**src/rtl/palgen_pkg.sv**
```systemverilog
// -----------------------------------------------------------------------------
// palgen_pkg
// Shared types and helpers for the bit-palindrome generator.
//   state_t     : sequencing FSM states (IDLE / RUN / DONE)
//   MAX_SEED_W  : widest seed the bit_reverse helper supports
//   bit_reverse : reverses the low w bits of v; bits at and above w are zero
// -----------------------------------------------------------------------------
package palgen_pkg;

    typedef enum logic [1:0] {
        IDLE = 2'd0,
        RUN  = 2'd1,
        DONE = 2'd2
    } state_t;

    localparam int MAX_SEED_W = 32;
    localparam int IDX_W      = $clog2(MAX_SEED_W);

    // A package function cannot take a parameter, so the width is passed in
    // as an argument and the result is sized for the widest supported seed.
    function automatic logic [MAX_SEED_W-1:0] bit_reverse(
        input logic [MAX_SEED_W-1:0] v,
        input int                    w
    );
        logic [MAX_SEED_W-1:0] r;
        r = '0;
        for (int i = 0; i < MAX_SEED_W; i++) begin
            if (i < w) begin
                r[IDX_W'(i)] = v[IDX_W'(w - 1 - i)];
            end
        end
        return r;
    endfunction

endpackage

```
**src/rtl/palgen_mirror.sv**
```systemverilog
// -----------------------------------------------------------------------------
// palgen_mirror
// Purely combinational: turns a WIDTH/2-bit seed into the WIDTH-bit
// palindrome {seed, bitreverse(seed)}.
// Ports:
//   seed [WIDTH/2-1:0] : seed value (upper half of the word)
//   word [WIDTH-1:0]   : resulting bit-palindrome
// -----------------------------------------------------------------------------
module palgen_mirror #(
    parameter int WIDTH = 8
) (
    input  logic [WIDTH/2-1:0] seed,
    output logic [WIDTH-1:0]   word
);
    import palgen_pkg::*;

    localparam int H = WIDTH / 2;

    logic [H-1:0] rev;

    // NOTE: always_comb assigns rev on every path, so no latch can form.
    always_comb begin
        rev = H'(bit_reverse(MAX_SEED_W'(seed), H));
    end

    assign word = {seed, rev};

endmodule

```
**src/rtl/palindrome_gen.sv**
```systemverilog
// -----------------------------------------------------------------------------
// palindrome_gen
// Enumerates every WIDTH-bit bit-palindrome {h, bitreverse(h)} over a
// valid/ready stream, one beat per seed value h, in monotonic seed order.
// Optional feature macro: PALGEN_DESC_EN adds the desc input for descending
// enumeration; without it the order is always ascending.
// Ports:
//   clk       : rising-edge clock
//   rst_n     : asynchronous active-low reset
//   start     : begin enumeration (sampled in IDLE; wins over stop)
//   stop      : abort enumeration (sampled in RUN; wins over the handshake)
//   out_ready : consumer ready
//   desc      : (PALGEN_DESC_EN only) descending order, sampled with start
//   out_valid : out_data holds a valid palindrome
//   out_data  : palindrome word, zero outside RUN
//   out_last  : final beat of the sequence
//   busy      : high while in RUN
//   done      : one-cycle pulse after the last beat is consumed
// -----------------------------------------------------------------------------
module palindrome_gen #(
    parameter int WIDTH = 8
) (
    input  logic             clk,
    input  logic             rst_n,
    input  logic             start,
    input  logic             stop,
    input  logic             out_ready,
`ifdef PALGEN_DESC_EN
    input  logic             desc,
`endif
    output logic             out_valid,
    output logic [WIDTH-1:0] out_data,
    output logic             out_last,
    output logic             busy,
    output logic             done
);
    import palgen_pkg::*;

    localparam int           H        = WIDTH / 2;
    localparam logic [H-1:0] SEED_MAX = '1;

    state_t       state;
    logic [H-1:0] h;
    logic [H-1:0] last_seed;
    logic [H-1:0] h_step;
    logic [WIDTH-1:0] word;
    logic         beat;

`ifdef PALGEN_DESC_EN
    logic desc_q;

    assign last_seed = desc_q ? '0 : SEED_MAX;
    assign h_step    = desc_q ? h - H'(1) : h + H'(1);
`else
    assign last_seed = SEED_MAX;
    assign h_step    = h + H'(1);
`endif

    palgen_mirror #(.WIDTH(WIDTH)) u_mirror (
        .seed (h),
        .word (word)
    );

    assign beat = out_valid & out_ready;

    // Both are decoded from registered state only; gating with out_valid
    // zeroes the word and the last flag outside RUN, including right at reset.
    assign out_data = out_valid ? word : '0;
    assign out_last = out_valid && (h == last_seed);

    // NOTE: sequential state uses non-blocking assignments so every register
    // samples the pre-edge values regardless of statement order.
    always_ff @(posedge clk or negedge rst_n) begin
        if (!rst_n) begin
            state     <= IDLE;
            h         <= '0;
            out_valid <= 1'b0;
            busy      <= 1'b0;
            done      <= 1'b0;
`ifdef PALGEN_DESC_EN
            desc_q    <= 1'b0;
`endif
        end else begin
            done <= 1'b0;
            case (state)
                IDLE: begin
                    if (start) begin
                        state     <= RUN;
                        out_valid <= 1'b1;
                        busy      <= 1'b1;
`ifdef PALGEN_DESC_EN
                        desc_q    <= desc;
                        h         <= desc ? SEED_MAX : '0;
`else
                        h         <= '0;
`endif
                    end
                end
                RUN: begin
                    if (stop) begin
                        state     <= IDLE;
                        out_valid <= 1'b0;
                        busy      <= 1'b0;
                        h         <= '0;
                    end else if (beat) begin
                        if (out_last) begin
                            // Hold h at its final value: the run ends here
                            // rather than wrapping into a second pass.
                            state     <= DONE;
                            out_valid <= 1'b0;
                            busy      <= 1'b0;
                            done      <= 1'b1;
                        end else begin
                            h <= h_step;
                        end
                    end
                end
                DONE: begin
                    state <= IDLE;
                    h     <= '0;
                end
                default: begin
                    state     <= IDLE;
                    out_valid <= 1'b0;
                    busy      <= 1'b0;
                    h         <= '0;
                end
            endcase
        end
    end

endmodule

```
**config.mk**
```make
export PLATFORM = sky130hd
export DESIGN_NAME = palindrome_gen
export DESIGN_NICKNAME = d
export VERILOG_FILES = /design/src/rtl/palgen_pkg.sv /design/src/rtl/palgen_mirror.sv /design/src/rtl/palindrome_gen.sv
export SDC_FILE = /design/constraint.sdc
export NUM_CORES = 1
export LEC_CHECK = 0
export BUFFER_PORTS_ARGS = -buffer_cell sky130_fd_sc_hd__buf_2
export CORE_AREA = 8 8 45 47
export CTS_CLUSTER_SIZE = 16
export DETAILED_ROUTE_END_ITERATION = 10
export DIE_AREA = 0 0 53 55
export GPL_TIMING_DRIVEN = 0
export PLACE_DENSITY_LB_ADDON = 0.05
export SKIP_CTS_REPAIR_TIMING = 1
export SLEW_MARGIN = 20
export SYNTH_ARGS = -nofsm -noshare
export SYNTH_HDL_FRONTEND = slang
export SYNTH_SLANG_ARGS = --single-unit
export TNS_END_PERCENT = 50
```
**constraint.sdc**
```tcl
create_clock -name clk -period 2.75 [get_ports clk]
set_clock_uncertainty 0.2 [all_clocks]
set_input_delay 0.275 -clock clk [delete_from_list [all_inputs] [get_ports clk]]
set_output_delay 0.275 -clock clk [all_outputs]
set_load 0.02 [all_outputs]
```
==> metrics.yaml <==
routing:
  detail_route.first_pass.iterations: 4
  viasPerCell: 4.682
  wl_per_cell_um: 12.36
  drc: 0
  via_count: 412
  drtAntennaViolNets: 0
  routed_wl_um: 1088
  dr.first_iter.drc_count: 6
worst_hold_path:
  holdCritPathClass: "in2reg"
clocking:
  cts_tree: "done"
  root_buffer: "clkbuf_4"
  clockBufferDepth: 2
  cts.clk_slew.worst_paths_ns: 0.06
  cts_buffers: 3
  worstSkewPairLatency_ns: 0.26
  cts_sinks: 8
  htreeDepth: 1
critical_path:
  arrival_ns: 1.33
  cp.required_ns: 2.28
  startpoint_type: "flop"
  rrSetupSlack_ns: 1.18
  crit_path_end_kind: "output pin"
  criticalPathCategory: "reg2out"
  cp_max_fo: 9
placement:
  place_congestion: 0.7378
  dp.cells: 84
  dp_hpwl_um: 851
  io_buffers: 16
  place_area_um2: 601.8
  pre_cts_ws_ns: 1.170
power_and_ir_drop:
  comb_power_share: 0.222
  pwr_density_cell_mw_per_mm2: 473.6
  p_int_mw: 0.2044
  cellLeakagePower_nw: 0.3481
  peakVddDrop_mv: 0.2607
  clkPwrFrac: 0.312
  switching_share: 0.3195
  pwr-share-seq: 0.466
  finalPower_mw: 0.3004
  power_switching_mw: 0.09599
die:
  core_mm2: 0.001384
  rows: 14
  die_h_um: 55
  start_util: 0.3626
  die-width_um: 53
  io_pins: 17
  dieArea_mm2: 0.002915
timing:
  holdWs_ns: 0.06903
  worst_pin_slew_ns: 0.2817
  maxSlewViolCount: 0
  slew-limit-headroom: 0.8122
  tns_ns: 0
  setup_viol: 0
  timing.final.crit_period_ns: 1.809
  setup_ws_ns: 0.9410
  timing.final.crit_share: 0.6578
  max_freq_mhz: 552.8
  hold_viol: 0
  rsz0062_at_grt: "no"
logic_synthesis:
  async_flop_share: 1.000
  ys_warn_count: 0
  ys_seq_area_frac: 0.3990
  avgSynthCellArea_um2: 9.649
  syn_area_um2: 501.7
  synth_nets: 58
  synth_edf_count: 0
  synth-seq-cells: 8
  synth.distinct_cells: 26
  ys.flop_type: "dfrtp_1"
  synth_cells: 52
run_status:
  status: "finished clean"
final_layout:
  drive_above_1_share: 0.4861
  post-route-util: 0.4584
  syn_to_final_growth_pct: 26.43
  stdcell_count: 88
  diodes: 0
  layout.nets: 80
  fin_area_um2: 634.4
job:
  maxCapViolations: 0
global_route:
  grt_antenna_before_repair: 0
  grt_pass1_vias: 444
  grt_pass1_wl_um: 1883
  grt.overflow.total: 0
  gr-usage-all-layers: 0.08586
  grt_max_degree: 10
[per-layer routing]
metal / share of wire / wire length [um] / global-route usage / vias up
li1: - / - / - / 216
met1: 0.47 / 506 / 0.09612 / 182
met2: 0.43 / 469 / 0.1484 / 14
met3: 0.10 / 111 / 0.03209 / 0
met4: 0 / 0 / 0.02586 / 0
met5: 0 / 0 / 0 / -
[power by group through the flow]
| stage | combinational [mW] | clock (mW) | sequential, mW |
|---|---|---|---|
| after floorplan | 0.0420 | 0 | 0.142 |
| after global placement | 0.0663 | 0 | 0.143 |
| after detailed placement | 0.0663 | 0 | 0.142 |
| after CTS | 0.0664 | 0.0957 | 0.140 |
| after global routing | 0.0750 | 0.102 | 0.142 |
| final | 0.0667 | 0.0938 | 0.140 |
[registers in the layout, indices dropped and copies added (netlist names)]
| register | flops |
|---|---|
| h | 4 |
| done | 1 |
| busy | 1 |
| state | 2 |
[area by class of cell]
| cell class | count | area (um^2) |
|---|---|---|
| fillers | 143 | 749.5 |
| clock buffers | 3 | 22.52 |
| plain buffers | 5 | 37.54 |
| flip-flops and latches | 8 | 200.2 |
| multi-input cells | 37 | 254.0 |
| inverters | 2 | 10.01 |
| well taps | 16 | 20.02 |
| repair buffers | 17 | 90.09 |
[synthesized netlist by cell type (2+ instances only)]
library cell  n  share of area
o21ai_1       2          0.020
buf_4         5          0.075
a21oi_1       4          0.040
dfrtp_1       8           0.40
nand2_1       6          0.045
and2_2        3          0.045
nor2_1        5          0.037
[logic make-up after synthesis]
logic type	Yosys count	synth area share
flip-flops	8	0.3990
AO/OA/AOI/OAI	12	0.1546
adder cells (fa/ha/maj)	1	0.02493
buffers and inverters	7	0.09477
AND/OR/NAND/NOR	22	0.2843
multiplexers	2	0.04239
[critical path, stage by stage, from the launching register on]
cell and delay [ns]:
dfrtp_1 0.50, and2_4 0.23, nand3_4 0.09, inv_4 0.09, buf_2 0.16
[cells in the final DEF, fill, tap and decap left out, types with 2 or more instances in the layout]
cell type,count
buf_2,16
dfrtp_1,8
nand2_1,6
nor2_1,5
buf_4,5
a21oi_1,4
and2_2,3
clkbuf_4,3
o21ai_1,2
[path summary, 6_finish.rpt]
path	depth (start not counted)	start	endpoint
max	4	busy	out_last
min	3	start	state[0]
max reg2reg	6	h[0]	h[0]
min reg2reg	1	h[2]	h[2]
max in group asynchronous	2	rst_n	h[1]
min in group asynchronous	2	rst_n	state[1]
(Power assumes the default switching activity.)
